$ cat src/rtl/motor_edge_pkg.sv
`default_nettype none
// ============================================================================
// Module      : motor_edge_pkg
// Description : Shared types and defaults for the motor edge detector.
//               edge_mode_t encodes the per-channel edge select, and
//               edge_match() tells whether a level transition is wanted.
// Revision    : 1.0 - initial release
// ============================================================================
package motor_edge_pkg;

    typedef enum logic [1:0] {
        EDGE_OFF  = 2'b00,
        EDGE_RISE = 2'b01,
        EDGE_FALL = 2'b10,
        EDGE_BOTH = 2'b11
    } edge_mode_t;

    localparam int c_DEB_CYCLES_DEF = 4;
    localparam int c_CNT_W_DEF      = 16;
    // Stability counter width; large enough for DEB_CYCLES up to 255.
    localparam int c_STAB_W         = 8;

    // True when a transition to new_level is selected by mode m.
    function automatic logic edge_match(input edge_mode_t m, input logic new_level);
        logic w_hit;
        case (m)
            EDGE_RISE: w_hit = new_level;
            EDGE_FALL: w_hit = ~new_level;
            EDGE_BOTH: w_hit = 1'b1;
            default:   w_hit = 1'b0;
        endcase
        return w_hit;
    endfunction

endpackage
`default_nettype wire

$ cat src/rtl/motor_edge_chan.sv
`default_nettype none
// ============================================================================
// Module      : motor_edge_chan
// Description : One sense channel: 2-flop synchroniser, optional debounce
//               filter, edge detector with one-cycle event pulse, and a
//               wrapping event counter.
//               Macro MOTOR_EDGE_DEBOUNCE_EN builds the debounce filter;
//               without it the level follows the synchroniser directly.
// Ports       : clk, rst (async, active-low), i_sense (raw input),
//               i_mode (edge select), i_cnt_clr (sync counter clear),
//               o_level (accepted level), o_e (event pulse),
//               o_cnt (event counter)
// Revision    : 1.0 - initial release
// ============================================================================
module motor_edge_chan
    import motor_edge_pkg::*;
#(
    parameter int DEB_CYCLES = c_DEB_CYCLES_DEF,
    parameter int CNT_W      = c_CNT_W_DEF
) (
    input  logic             clk,
    input  logic             rst,
    input  logic             i_sense,
    input  logic [1:0]       i_mode,
    input  logic             i_cnt_clr,
    output logic             o_level,
    output logic             o_e,
    output logic [CNT_W-1:0] o_cnt
);

    localparam logic [CNT_W-1:0] c_CNT_ONE = CNT_W'(1);

    logic [1:0]       r_sync;
    logic [1:0]       r_vld;    // marks when r_sync[1] holds a real sample
    logic             r_prime;
    logic             r_level;
    logic             r_e;
    logic [CNT_W-1:0] r_cnt;

    logic       w_sync;
    logic       w_prime_now;
    edge_mode_t w_mode;

    assign w_sync      = r_sync[1];
    assign w_prime_now = r_prime & r_vld[1];
    assign w_mode      = edge_mode_t'(i_mode);

    always_ff @(posedge clk or negedge rst) begin
        if (!rst) begin
            r_sync <= 2'b00;
            r_vld  <= 2'b00;
        end else begin
            r_sync <= {r_sync[0], i_sense};
            r_vld  <= {r_vld[0], 1'b1};
        end
    end

`ifdef MOTOR_EDGE_DEBOUNCE_EN
    localparam logic [c_STAB_W-1:0] c_STAB_LAST = c_STAB_W'(DEB_CYCLES - 1);
    localparam logic [c_STAB_W-1:0] c_STAB_ONE  = c_STAB_W'(1);

    logic [c_STAB_W-1:0] r_stab;
    logic                r_chg;     // level changed on the previous edge

    // The pulse is raised one cycle after the level moves, with mode
    // sampled while the new level is visible.
    always_ff @(posedge clk or negedge rst) begin
        if (!rst) begin
            r_prime <= 1'b1;
            r_level <= 1'b0;
            r_stab  <= '0;
            r_chg   <= 1'b0;
            r_e     <= 1'b0;
        end else begin
            r_chg <= 1'b0;
            r_e   <= r_chg & edge_match(w_mode, r_level);
            if (w_prime_now) begin
                r_prime <= 1'b0;
                r_level <= w_sync;
                r_stab  <= '0;
            end else if (!r_prime) begin
                if (w_sync != r_level) begin
                    if (r_stab == c_STAB_LAST) begin
                        r_level <= w_sync;
                        r_stab  <= '0;
                        r_chg   <= 1'b1;
                    end else begin
                        r_stab <= r_stab + c_STAB_ONE;
                    end
                end else begin
                    // Any return to the accepted level restarts the count.
                    r_stab <= '0;
                end
            end
        end
    end
`else
    // Level is a single register behind the synchroniser; the pulse is
    // registered on the same edge so it appears at the third edge.
    always_ff @(posedge clk or negedge rst) begin
        if (!rst) begin
            r_prime <= 1'b1;
            r_level <= 1'b0;
            r_e     <= 1'b0;
        end else begin
            r_e <= 1'b0;
            if (w_prime_now) begin
                r_prime <= 1'b0;
                r_level <= w_sync;
            end else if (!r_prime) begin
                r_level <= w_sync;
                r_e     <= (w_sync != r_level) & edge_match(w_mode, w_sync);
            end
        end
    end
`endif

    // Counter runs off the registered pulse, so a clear in the pulse
    // cycle still keeps that event.
    always_ff @(posedge clk or negedge rst) begin
        if (!rst) begin
            r_cnt <= '0;
        end else if (i_cnt_clr) begin
            r_cnt <= r_e ? c_CNT_ONE : '0;
        end else if (r_e) begin
            r_cnt <= r_cnt + c_CNT_ONE;
        end
    end

    assign o_level = r_level;
    assign o_e     = r_e;
    assign o_cnt   = r_cnt;

endmodule
`default_nettype wire

$ cat src/rtl/motor_edge_detect.sv
`default_nettype none
// ============================================================================
// Module      : motor_edge_detect
// Description : Multi-channel motor sense edge detector. Each channel is an
//               independent motor_edge_chan instance.
//               Macro MOTOR_EDGE_DEBOUNCE_EN enables the debounce filter.
// Ports       : clk, rst (async, active-low), sense[N_CH], mode[2*N_CH],
//               cnt_clr, level[N_CH], e[N_CH], cnt[N_CH*CNT_W]
// Revision    : 1.0 - initial release
// ============================================================================
module motor_edge_detect
    import motor_edge_pkg::*;
#(
    parameter int N_CH       = 4,
    parameter int DEB_CYCLES = c_DEB_CYCLES_DEF,
    parameter int CNT_W      = c_CNT_W_DEF
) (
    input  logic                  clk,
    input  logic                  rst,
    input  logic [N_CH-1:0]       sense,
    input  logic [2*N_CH-1:0]     mode,
    input  logic                  cnt_clr,
    output logic [N_CH-1:0]       level,
    output logic [N_CH-1:0]       e,
    output logic [N_CH*CNT_W-1:0] cnt
);

    for (genvar gi = 0; gi < N_CH; gi++) begin : g_chan
        motor_edge_chan #(
            .DEB_CYCLES (DEB_CYCLES),
            .CNT_W      (CNT_W)
        ) u_chan (
            .clk       (clk),
            .rst       (rst),
            .i_sense   (sense[gi]),
            .i_mode    (mode[2*gi +: 2]),
            .i_cnt_clr (cnt_clr),
            .o_level   (level[gi]),
            .o_e       (e[gi]),
            .o_cnt     (cnt[gi*CNT_W +: CNT_W])
        );
    end

endmodule
`default_nettype wire

$ cat config.mk
export PLATFORM = sky130hd
export DESIGN_NAME = motor_edge_detect
export DESIGN_NICKNAME = d
export VERILOG_FILES = /design/src/rtl/motor_edge_pkg.sv /design/src/rtl/motor_edge_chan.sv /design/src/rtl/motor_edge_detect.sv
export SDC_FILE = /design/constraint.sdc
export NUM_CORES = 1
export LEC_CHECK = 0
export CAP_MARGIN = 20
export CELL_PAD_IN_SITES_DETAIL_PLACEMENT = 0
export CELL_PAD_IN_SITES_GLOBAL_PLACEMENT = 1
export CORE_ASPECT_RATIO = 0.9
export CORE_MARGIN = 8
export CORE_UTILIZATION = 42
export CTS_CLUSTER_SIZE = 10
export DETAILED_ROUTE_END_ITERATION = 16
export PLACE_DENSITY = 0.95
export SLEW_MARGIN = 20
export SYNTH_ARGS = -nofsm -noshare
export SYNTH_HDL_FRONTEND = slang
export SYNTH_SLANG_ARGS = --single-unit
$ cat constraint.sdc
create_clock -name clk -period 2.65 [get_ports clk]
set_input_delay 0.53 -clock clk [delete_from_list [all_inputs] [get_ports clk]]
set_output_delay 0.53 -clock clk [all_outputs]
set_load 0.01 [all_outputs]
Yosys cells after proc, flatten, opt, wreduce, memory -nomap -nowiden
Cells that the tools add are included.
{"block": "totals", "regBits": 92, "in_bits": 15, "out_inout_bits": 72, "elab_cells": 104}
{"block": "op_classes", "n_addsub": 4, "eq_ne": 20, "mux": 40, "bitwise_logic": 12, "reduce_logical": 4}
{"op": "$mux W16", "n": 8}
{"op": "$add A16 B1 Y16 const B", "n": 4}
{"op": "$mux W1", "n": 28}
{"op": "$eq A2 B2 Y1 const B", "n": 8}
{"op": "$pmux W1 S3", "n": 4}
{"op": "$and A1 B1 Y1", "n": 8}
{"op": "$eq A2 B1 Y1 const B", "n": 4}
{"op": "$ne A2 B2 Y1 const B", "n": 4}
{"op": "$reduce_bool A2 Y1", "n": 4}
{"op": "$ne A1 B1 Y1", "n": 4}
{"op": "$not A1 Y1", "n": 4}

Depth between registers and ports, before layout
Gate-level depths: netlist (run 1).
{"block": "depth", "ltp_word": 7, "mapped_depth": 5, "depth_no_buf": 5}

By module
Synthesis (run 1) repeated with hierarchy kept, for this count alone.
{"block": "unflattened", "cells_unflattened": 380, "area_unflattened_um2": 4068.9}
{"module": "motor_edge_chan", "instances": 4, "cells_each": 95, "area_each_um2": 1017.2}

Worst setup path after synthesis (run 1)
OpenSTA, ideal clock, no wires.
{"block": "synth_path", "path_type": "flip-flop to flip-flop", "from": "reg g_chan[3].u_chan.r_cnt[1]", "to": "reg g_chan[3].u_chan.r_cnt[14]", "arrival_time_ps": 1745, "required_time_ps": 2572, "setup_slack_ps": 827, "path_stages_with_launch": 6, "path_buffers": 0, "cell_sequence": "dfrtp_1 ha_1 nand4_4 or4_4 or3_1 a21oi_1"}
{"block": "synth_via", "elab_chain_len": 3}
{"item": "from (decl)", "line_no": "motor_edge_chan.sv:38", "text": "logic [CNT_W-1:0] r_cnt;"}
{"item": "from (signal assigned)", "line_no": "motor_edge_chan.sv:124", "text": "r_cnt <= r_e ? c_CNT_ONE : '0;"}
{"item": "from (signal assigned)", "line_no": "motor_edge_chan.sv:126", "text": "r_cnt <= r_cnt + c_CNT_ONE;"}
{"item": "$add A16 B1 Y16", "line_no": "motor_edge_chan.sv:126"}
{"item": "$mux W16", "line_no": "motor_edge_chan.sv:125", "text": "end else if (r_e) begin"}
{"item": "$mux W16", "line_no": "motor_edge_chan.sv:123", "text": "end else if (i_cnt_clr) begin"}
Every way passes these cells. The select of a mux whose other input is x is not followed.
A chain may end at the register's enable or synchronous reset.

Final worst setup path (run 1)
{"block": "layout_path", "from": "reg g_chan[3].u_chan.r_e", "to": "out e[3]"}
{"item": "from (decl)", "line_no": "motor_edge_chan.sv:37", "text": "logic r_e;"}
{"item": "from (signal assigned)", "line_no": "motor_edge_chan.sv:112", "text": "r_e <= (w_sync != r_level) & edge_match(w_mode, w_sync);"}
{"item": "to (decl)", "line_no": "motor_edge_detect.sv:24", "text": "output logic [N_CH-1:0] e,"}
No word-level cell between the ends.

==> metrics.txt, run 1 <==
CP Buf/Inv Count 1; Final period util 79.0%; layer with the highest usage met2; CTS clk-pin slew, worst paths 100 ps; met1 Use GR 16.2%; fin nets 474; crit path cell chain clkdlybuf4s50_1; First-pass DRT Iterations 4; Rows 33; Max clock buf depth 2; grt total ovfl 0; ant diodes 0; mux contribution to synthesized area 3.31%; Hold Path Class input pin to asynchronous set/reset pin; fin. max-slew vios 0; top post-synthesis cells by count dfrtp_1, nor2_1, xnor2_1; Max stage delay on crit path 660 ps; yosys warns 0; CP Class flip-flop to output port; Num CTS Buffers 9; cell taking the most area after synthesis dfrtp_1; achievable frequency 477 MHz; setup slack at placement 735 ps; Total GRT Usage 14.0%; static leakage 2.00 nW; worst-skew pair later-pin latency 360 ps; total negative setup slack 0 ps; Critical-path top delay cell clkdlybuf4s50_1; Synth Area in Compound Gates 3.94%; adder-cell share of the synthesized area 1.27%; die area 12700 um^2; Placer Congestion 0.784; Post-synth EDFFs 0; vias in the first global route 3119; # DRC 0; Yosys top cell area share 52.1%; Least-Margin Pin Slew 724 ps; Hold Buf Count CTS 0; Mapped Avg Cell Area 10.6 um^2; Post-Synth XOR/XNOR Area 9.57%; Largest delay share family, worst path buffers and inverters; largest net degree at the start of global routing 46; worst endpoint data arrival time 1560 ps; total core area 9130 um^2; met2 usage 22.9%; Post-CTS Setup Bufs 0; Post-DRT Antenna Nets 0; combinational family with the most area after synthesis simple AND/OR/NAND/NOR gates; met3 usage in global routing 5.93%; flops & latches, synth 86; Vias/cell 5.15; syn_nets 391; drt wl/cell 14.8 um; initial core utilization 43.1%; synthesized area 3940 um^2; CP Capture Type output port; clk sinks 86; IO Count 87; Peak VDD IR 0.000368 V; Period minus WS final 2090 ps; initial antenna violation count 0; H-tree Lvls 3; cts repair resizes 0; Die Height 108 um; layout cells sized above 1 9.13%; root buf cell clkbuf_8; Crit Path Max Fanout 7; Final WS setup 555 ps; port buffer count 86; share of flip-flops with an asynchronous set or reset 100%; hpwl dp 6.26 mm; status completed; simple logic cell fraction of the synthesized area 23.2%; Die Wd 118 um; RSZ-0062 raised after global routing no; Setup Viol. Count Final 0; final number of hold-violating endpoints 0; top cells by area, synth dfrtp_1, xnor2_1, nor2_1; Setup Skew 12.2 ps; PwrDens 497 nW/um^2; TritonCTS clock tree built; startpoint types flip-flop; Max Cap Viol 0; Total Power 2.52 mW; first-pass GRT wire length 14.8 mm; final WL 8.59 mm; synthesized instance count 372; vias post-DR 2995; Synth-to-Final Area Change 29.1%; most common cell in the netlist dfrtp_1; Req. time, crit path 2120 ps; register area share after synthesis 54.8%; DRT iter0 DRCs 198; library cells used by synthesis 40; Post-synth top flop dfrtp_1; slew margin rel. 51.8%
[layout by cell type (no fill, tap or decap), drive strengths merged, types with 2 or more instances in the layout]
cell           count
a21oi             16
and3               2
and4               2
buf                6
clkbuf             9
clkdlybuf4s50     84
dfrtp             82
dfstp              4
ha                 4
inv               14
mux2               8
mux2i              4
nand2             18
nand2b             5
nand3             21
nand3b             8
nand4             17
nor2              49
nor2b              9
nor3              10
nor4              12
o21ai             10
or2                2
or3                9
or4                3
xnor2             27
xor2              16
[registers in the layout, indices dropped and copies added, names as in the netlist]
register,flops
g_chan.u_chan.r_prime,4
g_chan.u_chan.o_level,4
g_chan.u_chan.o_e,4
g_chan.u_chan.r_vld,2
g_chan.u_chan.r_sync,8
g_chan.u_chan.o_cnt,64
[power by group]
part | switching [mW] | internal (mW) | total (mW)
clock network | 0.510 | 0.460 | 0.971
logic | 0.0834 | 0.0869 | 0.170
registers | 0.0421 | 1.34 | 1.38
total | 0.635 | 1.89 | 2.52
[through the flow]
stage	utilization [%]	std cells	area, um^2	hold WS [ps]
2_1_floorplan	-	372	3940	234
3_3_place_gp	53.4	566	4870	331
6_report	55.7	582	5080	139
5_1_grt	55.7	582	5080	174
4_1_cts	55.7	582	5080	148
3_5_place_dp	53.4	566	4870	336
[logic make-up (layout without fill, tap and decap cells)]
| kind of cell | Yosys count | after routing |
|---|---|---|
| multiplexers | 12 | 12 |
| XOR/XNOR | 43 | 43 |
| AND/OR/NAND/NOR | 170 | 170 |
| buffers and inverters | 27 | 115 |
| AO/OA/AOI/OAI | 29 | 29 |
| other | 1 | 1 |
| flip-flops | 86 | 86 |
| adder cells (fa/ha/maj) | 4 | 4 |
[final timing paths]
check,start,endpoint,slack [ps],cells past startpoint
worst max-delay path,g_chan[3].u_chan.o_e$_DFF_PN0_,e[3],560,1
worst min-delay path,rst,g_chan[1].u_chan.o_cnt[3]$_DFFE_PN0P_,140,1
worst max register to register,g_chan[3].u_chan.o_cnt[0]$_DFFE_PN0P_,g_chan[3].u_chan.o_cnt[14]$_DFFE_PN0P_,710,5
worst min register to register,g_chan[3].u_chan.r_sync[0]$_DFF_PN0_,g_chan[3].u_chan.r_sync[1]$_DFF_PN0_,360,0
max in group asynchronous,rst,g_chan[0].u_chan.r_prime$_DFFE_PN1N_,1820,2
min in group clk,g_chan[3].u_chan.r_sync[0]$_DFF_PN0_,g_chan[3].u_chan.r_sync[1]$_DFF_PN0_,360,0
[metal layers]
layer	routed length, um	share of wire [%]
met2	4180	49
met3	622	7.2
met1	3660	43
met4	122	1.4
met5	0	0
[layout make-up]
type                    instances  area, um^2
inverters                       9        33.8
well taps                     122         153
fillers                       802        4050
flip-flops and latches         86        2160
multi-input cells             259        1630
repair buffers                 90         896
clock buffers                   9         124
clock inverters                 7        87.6
Note: power is estimated with default switching activity, not from simulation.
==> inputs of run 2 (changes only) <==
CORE_UTILIZATION = 35   (was 42)
PLACE_DENSITY = 0.86   (was 0.95)
clock period = 1.75 ns   (was 2.65 ns; I/O delays follow)
==> run 2 against run 1 <==
First-iteration DRC count shrank 6.1%; clock skew shrank 5.7 ps; sequential cell count is the same; clock power grew 83%; sequential power grew 51%; via count grew 3.4%; critical path depth is the same; combinational power grew 84%; setup slack lost 510 ps; register-to-register slack lost 640 ps; final area grew 7.3%; global-route usage shrank 1.3 points; largest power group unchanged.
==> metrics.txt, run 2 (synthesis gave the netlist of run 1 again) <==
CP Class flip-flop to output port; root buf cell clkbuf_16; met1 Use GR 15.6%; Worst R2R Path Depth 5; WHS 22.4 ps; Max stage delay on crit path 570 ps; total core area 10900 um^2; fin. max-slew vios 0; CP Buf/Inv Count 1; met3 usage in global routing 4.79%; CP Capture Type output port; Synth-to-Final Area Change 38.6%; First-pass DRT Iterations 4; status completed; Critical-path top delay cell clkdlybuf4s50_1; # DRC 0; clk sinks 86; Placer Congestion 0.786; Final period util 97.3%; port buffer count 86; met2 usage 20.5%; Max Cap Viol 0; r2r setup slk 70 ps; final WL 9.20 mm; Period minus WS final 1700 ps; vias in the first global route 3095; Vias/cell 4.84; Req. time, crit path 1400 ps; fin nets 503; most frequent cells in the layout dfrtp_1, clkdlybuf4s50_1, nor2_1, buf_4, xnor2_1; Die Wd 128 um; H-tree Lvls 3; IO Count 87; grt total ovfl 0; Total GRT Usage 12.7%; Hold Buf Count CTS 0; vias post-DR 3096; layer with the highest usage met2; Final Util 50.0%; worst-skew pair later-pin latency 330 ps; initial core utilization 36.1%; DRT iter0 DRCs 186; Max clock buf depth 2; Crit Path Max Fanout 7; Largest delay share family, worst path buffers and inverters; CTS clk-pin slew, worst paths 60 ps; layout cells sized above 1 17.0%; PwrDens 765 nW/um^2; static leakage 2.29 nW; reg2reg end g_chan[3].u_chan.o_cnt[14]$_DFFE_PN0P_; hpwl dp 6.59 mm; drt wl/cell 14.4 um; Setup Viol. Count Final 0; ant diodes 0; Rows 36; Setup Skew 6.46 ps; Post-DRT Antenna Nets 0; Num CTS Buffers 9; startpoint types flip-flop; die area 14900 um^2; first-pass GRT wire length 15.3 mm; initial antenna violation count 0; max FFs per register 64; final number of hold-violating endpoints 0; largest net degree at the start of global routing 87; worst endpoint data arrival time 1350 ps; RSZ-0062 raised after global routing yes; Fill cells 1001; Hold Path Class input pin to asynchronous set/reset pin; TritonCTS clock tree built; achievable frequency 587 MHz; Peak VDD IR 0.000590 V; Reg2Reg Launch Point g_chan[3].u_chan.o_cnt[0]$_DFFE_PN0P_; Die Height 117 um; crit path cell chain clkdlybuf4s50_1
-- run 2: changes by cell type in the layout (fill, tap and decap cells not counted), sizes merged, moves of 3 or more --
| cell | change |
|---|---|
| clkbuf | +3 |
| buf | +29 |
| clkdlybuf4s50 | -12 |
| dlygate4sd2 | +5 |
| inv | -5 |
| dlymetal6s2s | +7 |
-- run 2: per-layer routing --
layer | wire [um] | part of all wire [%]
met3 | 653 | 7.1
met2 | 4370 | 48
met4 | 102 | 1.1
met1 | 4070 | 44
met5 | 0 | 0
-- run 2: repair_timing --
action	4_1_cts	5_1_grt
setup buffers	4	0
resized for setup	10	13
setup endpoints to repair	12	15
pin swaps	0	1
-- run 2: worst max-delay path by stage --
stage	start	end	cells after the start	slack, ps
floorplan	g_chan[3].u_chan.o_cnt[0]$_DFFE_PN0P_	g_chan[3].u_chan.o_cnt[14]$_DFFE_PN0P_	5	30
global placement	g_chan[3].u_chan.o_cnt[0]$_DFFE_PN0P_	g_chan[3].u_chan.o_cnt[12]$_DFFE_PN0P_	5	110
detailed placement	g_chan[3].u_chan.o_cnt[0]$_DFFE_PN0P_	g_chan[3].u_chan.o_cnt[14]$_DFFE_PN0P_	5	90
CTS	g_chan[1].u_chan.o_cnt[3]$_DFFE_PN0P_	cnt[19]	2	4
global route	g_chan[2].u_chan.o_cnt[0]$_DFFE_PN0P_	g_chan[2].u_chan.o_cnt[10]$_DFFE_PN0P_	5	-10
finish	g_chan[1].u_chan.o_e$_DFF_PN0_	e[1]	1	50
-- run 2: cell type report --
type                            instances  area (um^2)  area share (%)
Clock buffer                           12          256            4.70
Clock inverter                          3         21.3           0.390
Tap cell                              152          190            3.49
Inverter                                9         33.8           0.620
Timing Repair Buffer                  119         1120            20.6
Multi-Input combinational cell        259         1660            30.4
Sequential cell                        86         2170            39.8
-- run 2: power by group --
part	total, mW	switching (mW)	internal [mW]
Clock	1.78	0.748	1.03
Sequential	2.08	0.0437	2.04
Combinational	0.312	0.156	0.156
Total	4.17	0.947	3.22
-- run 2: metrics by stage --
stage / instances / area, um^2 / total power [mW] / worst slack, ps / TNS [ps]
detailed placement: 621 / 5110 / 2.43 / 90.1 / 0
floorplan: 372 / 3950 / 2.24 / 28.9 / 0
global route: 640 / 5450 / 4.37 / -12.1 / -21.4
CTS: 640 / 5420 / 4.25 / 4.23 / 0
finish: 640 / 5450 / 4.17 / 47.1 / 0
global placement: 621 / 5110 / 2.43 / 107 / 0
-- run 2: worst register-to-register path: cells and delay by family (launching register included) --
family                     cells  cell delay [ps]
adders and majority gates      1              150
and+or+nand+nor                3              950
AOI/OAI and AO/OA              1              140
DFF                            1              380
==> inputs of run 3 (changes only) <==
CORE_ASPECT_RATIO = 1.2   (was 0.9)
==> run 3 against run 2 <==
Fmax shrank 0.68%; combinational power up 4%; register-to-register slack hardly changed; sequential power barely moved; clock skew increased by 1.2 ps; routed wire length is 0.50% lower; sequential cell count stayed put; core utilization shrank 0.66 points; first-iteration DRC count is 41% lower; final cell count down 3.9%; non-clock buffer count is 6 lower; clock power up 17%; largest power group unchanged.
==> metrics.txt, run 3 (synthesis gave the netlist of run 1 again) <==
Setup Viol. Count Final 0; Max Cap Viol 0; static leakage 2.19 nW; Crit. Startpoint g_chan[2].u_chan.o_cnt[5]$_DFFE_PN0P_; startpoint types flip-flop; initial antenna violation count 0; drt wl/cell 14.9 um; Max clock buf depth 2; Worst R2R Path Depth 5; CTS clk-pin slew, worst paths 60 ps; setup slack at placement 83.5 ps; r2r setup slk 80 ps; Metal-1 WL 3.90 mm; first-pass GRT wire length 15.2 mm; worst-skew pair later-pin latency 330 ps; initial core utilization 35.8%; Vias/cell 4.99; ant diodes 0; port buffer count 86; final number of hold-violating endpoints 0; H-tree Lvls 3; largest net degree at the start of global routing 87; most common cell after layout, fill and taps aside clkdlybuf4s50_1; Hold Buf Count CTS 0; Die Height 132 um; final WL 9.15 mm; Peak VDD IR 0.000452 V; # DRC 0; Die Wd 113 um; met3 WL 618 um; CP Buf/Inv Count 1; Total GRT Usage 12.6%; CP Capture Type output port; CP Class flip-flop to output port; WHS 54.2 ps; slew margin rel. 59.1%; Max stage delay on crit path 580 ps; vias in the first global route 3041; Req. time, crit path 1400 ps; achievable frequency 583 MHz; clk sinks 86; Largest delay share family, worst path buffers and inverters; Max Used Layer met4; layout cells sized above 1 15.5%; TritonCTS clock tree built; reg2reg end g_chan[3].u_chan.o_cnt[12]$_DFFE_PN0P_; crit path cell chain clkdlybuf4s50_1; RSZ-0062 raised after global routing yes; Hold Path Class input pin to asynchronous set/reset pin; PwrDens 827 nW/um^2; max FFs per register 64; Period minus WS final 1710 ps; fin nets 497; Synth-to-Final Area Change 37.8%; status completed; Post-DRT Antenna Nets 0; root buf cell clkbuf_16; grt total ovfl 0; hpwl dp 6.49 mm; vias post-DR 3071; Placer Congestion 0.760; Final WS setup 35.5 ps; Critical-path top delay cell clkdlybuf4s50_1; die area 14900 um^2; Crit Path Max Fanout 7; Fill cells 1038; total core area 11000 um^2; fin. max-slew vios 0; Rows 42; DRT iter0 DRCs 110; Setup Skew 7.64 ps; Reg2Reg Launch Point g_chan[3].u_chan.o_cnt[0]$_DFFE_PN0P_; First-pass DRT Iterations 4; Final period util 98.0%; most frequent cells in the layout clkdlybuf4s50_1, dfrtp_1, nor2_1, xnor2_1, buf_4; worst endpoint data arrival time 1360 ps; Num CTS Buffers 9; IO Count 87; met2 WL 4.47 mm; Least-Margin Pin Slew 613 ps
## run 3: changes by cell type in the layout (fill, tap and decap cells not counted), sizes merged
cell / delta
buf: -6
bufinv: +2
clkbuf: +1
clkdlybuf4s50: +7
clkinv: -2
dlygate4sd2: -2
dlymetal6s2s: -5
## run 3: metal layers
| metal | global-route usage, % | vias to the layer above |
|---|---|---|
| met5 | 0 | - |
| li1 | - | 1481 |
| met3 | 3.99 | 11 |
| met4 | 5.86 | 0 |
| met2 | 20.7 | 73 |
| met1 | 14.5 | 1506 |
## run 3: metrics by stage
stage | utilization, % | TNS [ps] | power (mW) | instances | cell area [um^2]
after floorplan | - | 0 | 2.24 | 372 | 3950
after global placement | 46.1 | 0 | 2.43 | 596 | 5060
after detailed placement | 46.1 | 0 | 2.44 | 596 | 5060
after CTS | 49.3 | 0 | 4.56 | 615 | 5410
after global routing | 49.4 | -43.2 | 4.67 | 615 | 5420
final | 49.4 | 0 | 4.49 | 615 | 5420
## run 3: what timing repair did
action                                  in CTS  in global routing
resized for setup                            9                  5
endpoints found under the setup margin      11                  9
setup buffers                                3                  0
pin swaps                                    0                  1
## run 3: layout make-up
class	instances	area [um^2]	share of cell area, %
multi-input combinational	259	1640	30.3
tap	132	165	3.05
clock inverter	3	67.6	1.25
timing repair buffer	113	1080	20.0
sequential	86	2170	40.0
clock buffer	13	260	4.80
inverter	9	33.8	0.623
## run 3: power breakdown
| group | internal (mW) | leakage [nW] | switching (mW) |
|---|---|---|---|
| clock | 1.33 | 0.156 | 0.753 |
| sequential | 2.04 | 1.13 | 0.0420 |
| combinational | 0.163 | 0.907 | 0.160 |
| total | 3.53 | 2.19 | 0.956 |
## run 3: worst max path at each step
stage / cells past startpoint / slack (ps) / to
2_1_floorplan: 5 / 30 / g_chan[3].u_chan.o_cnt[14]$_DFFE_PN0P_
3_3_place_gp: 5 / 110 / g_chan[3].u_chan.o_cnt[12]$_DFFE_PN0P_
3_5_place_dp: 5 / 80 / g_chan[3].u_chan.o_cnt[14]$_DFFE_PN0P_
4_1_cts: 2 / 2 / e[3]
5_1_grt: 5 / -20 / g_chan[2].u_chan.o_cnt[12]$_DFFE_PN0P_
6_report: 1 / 40 / cnt[37]
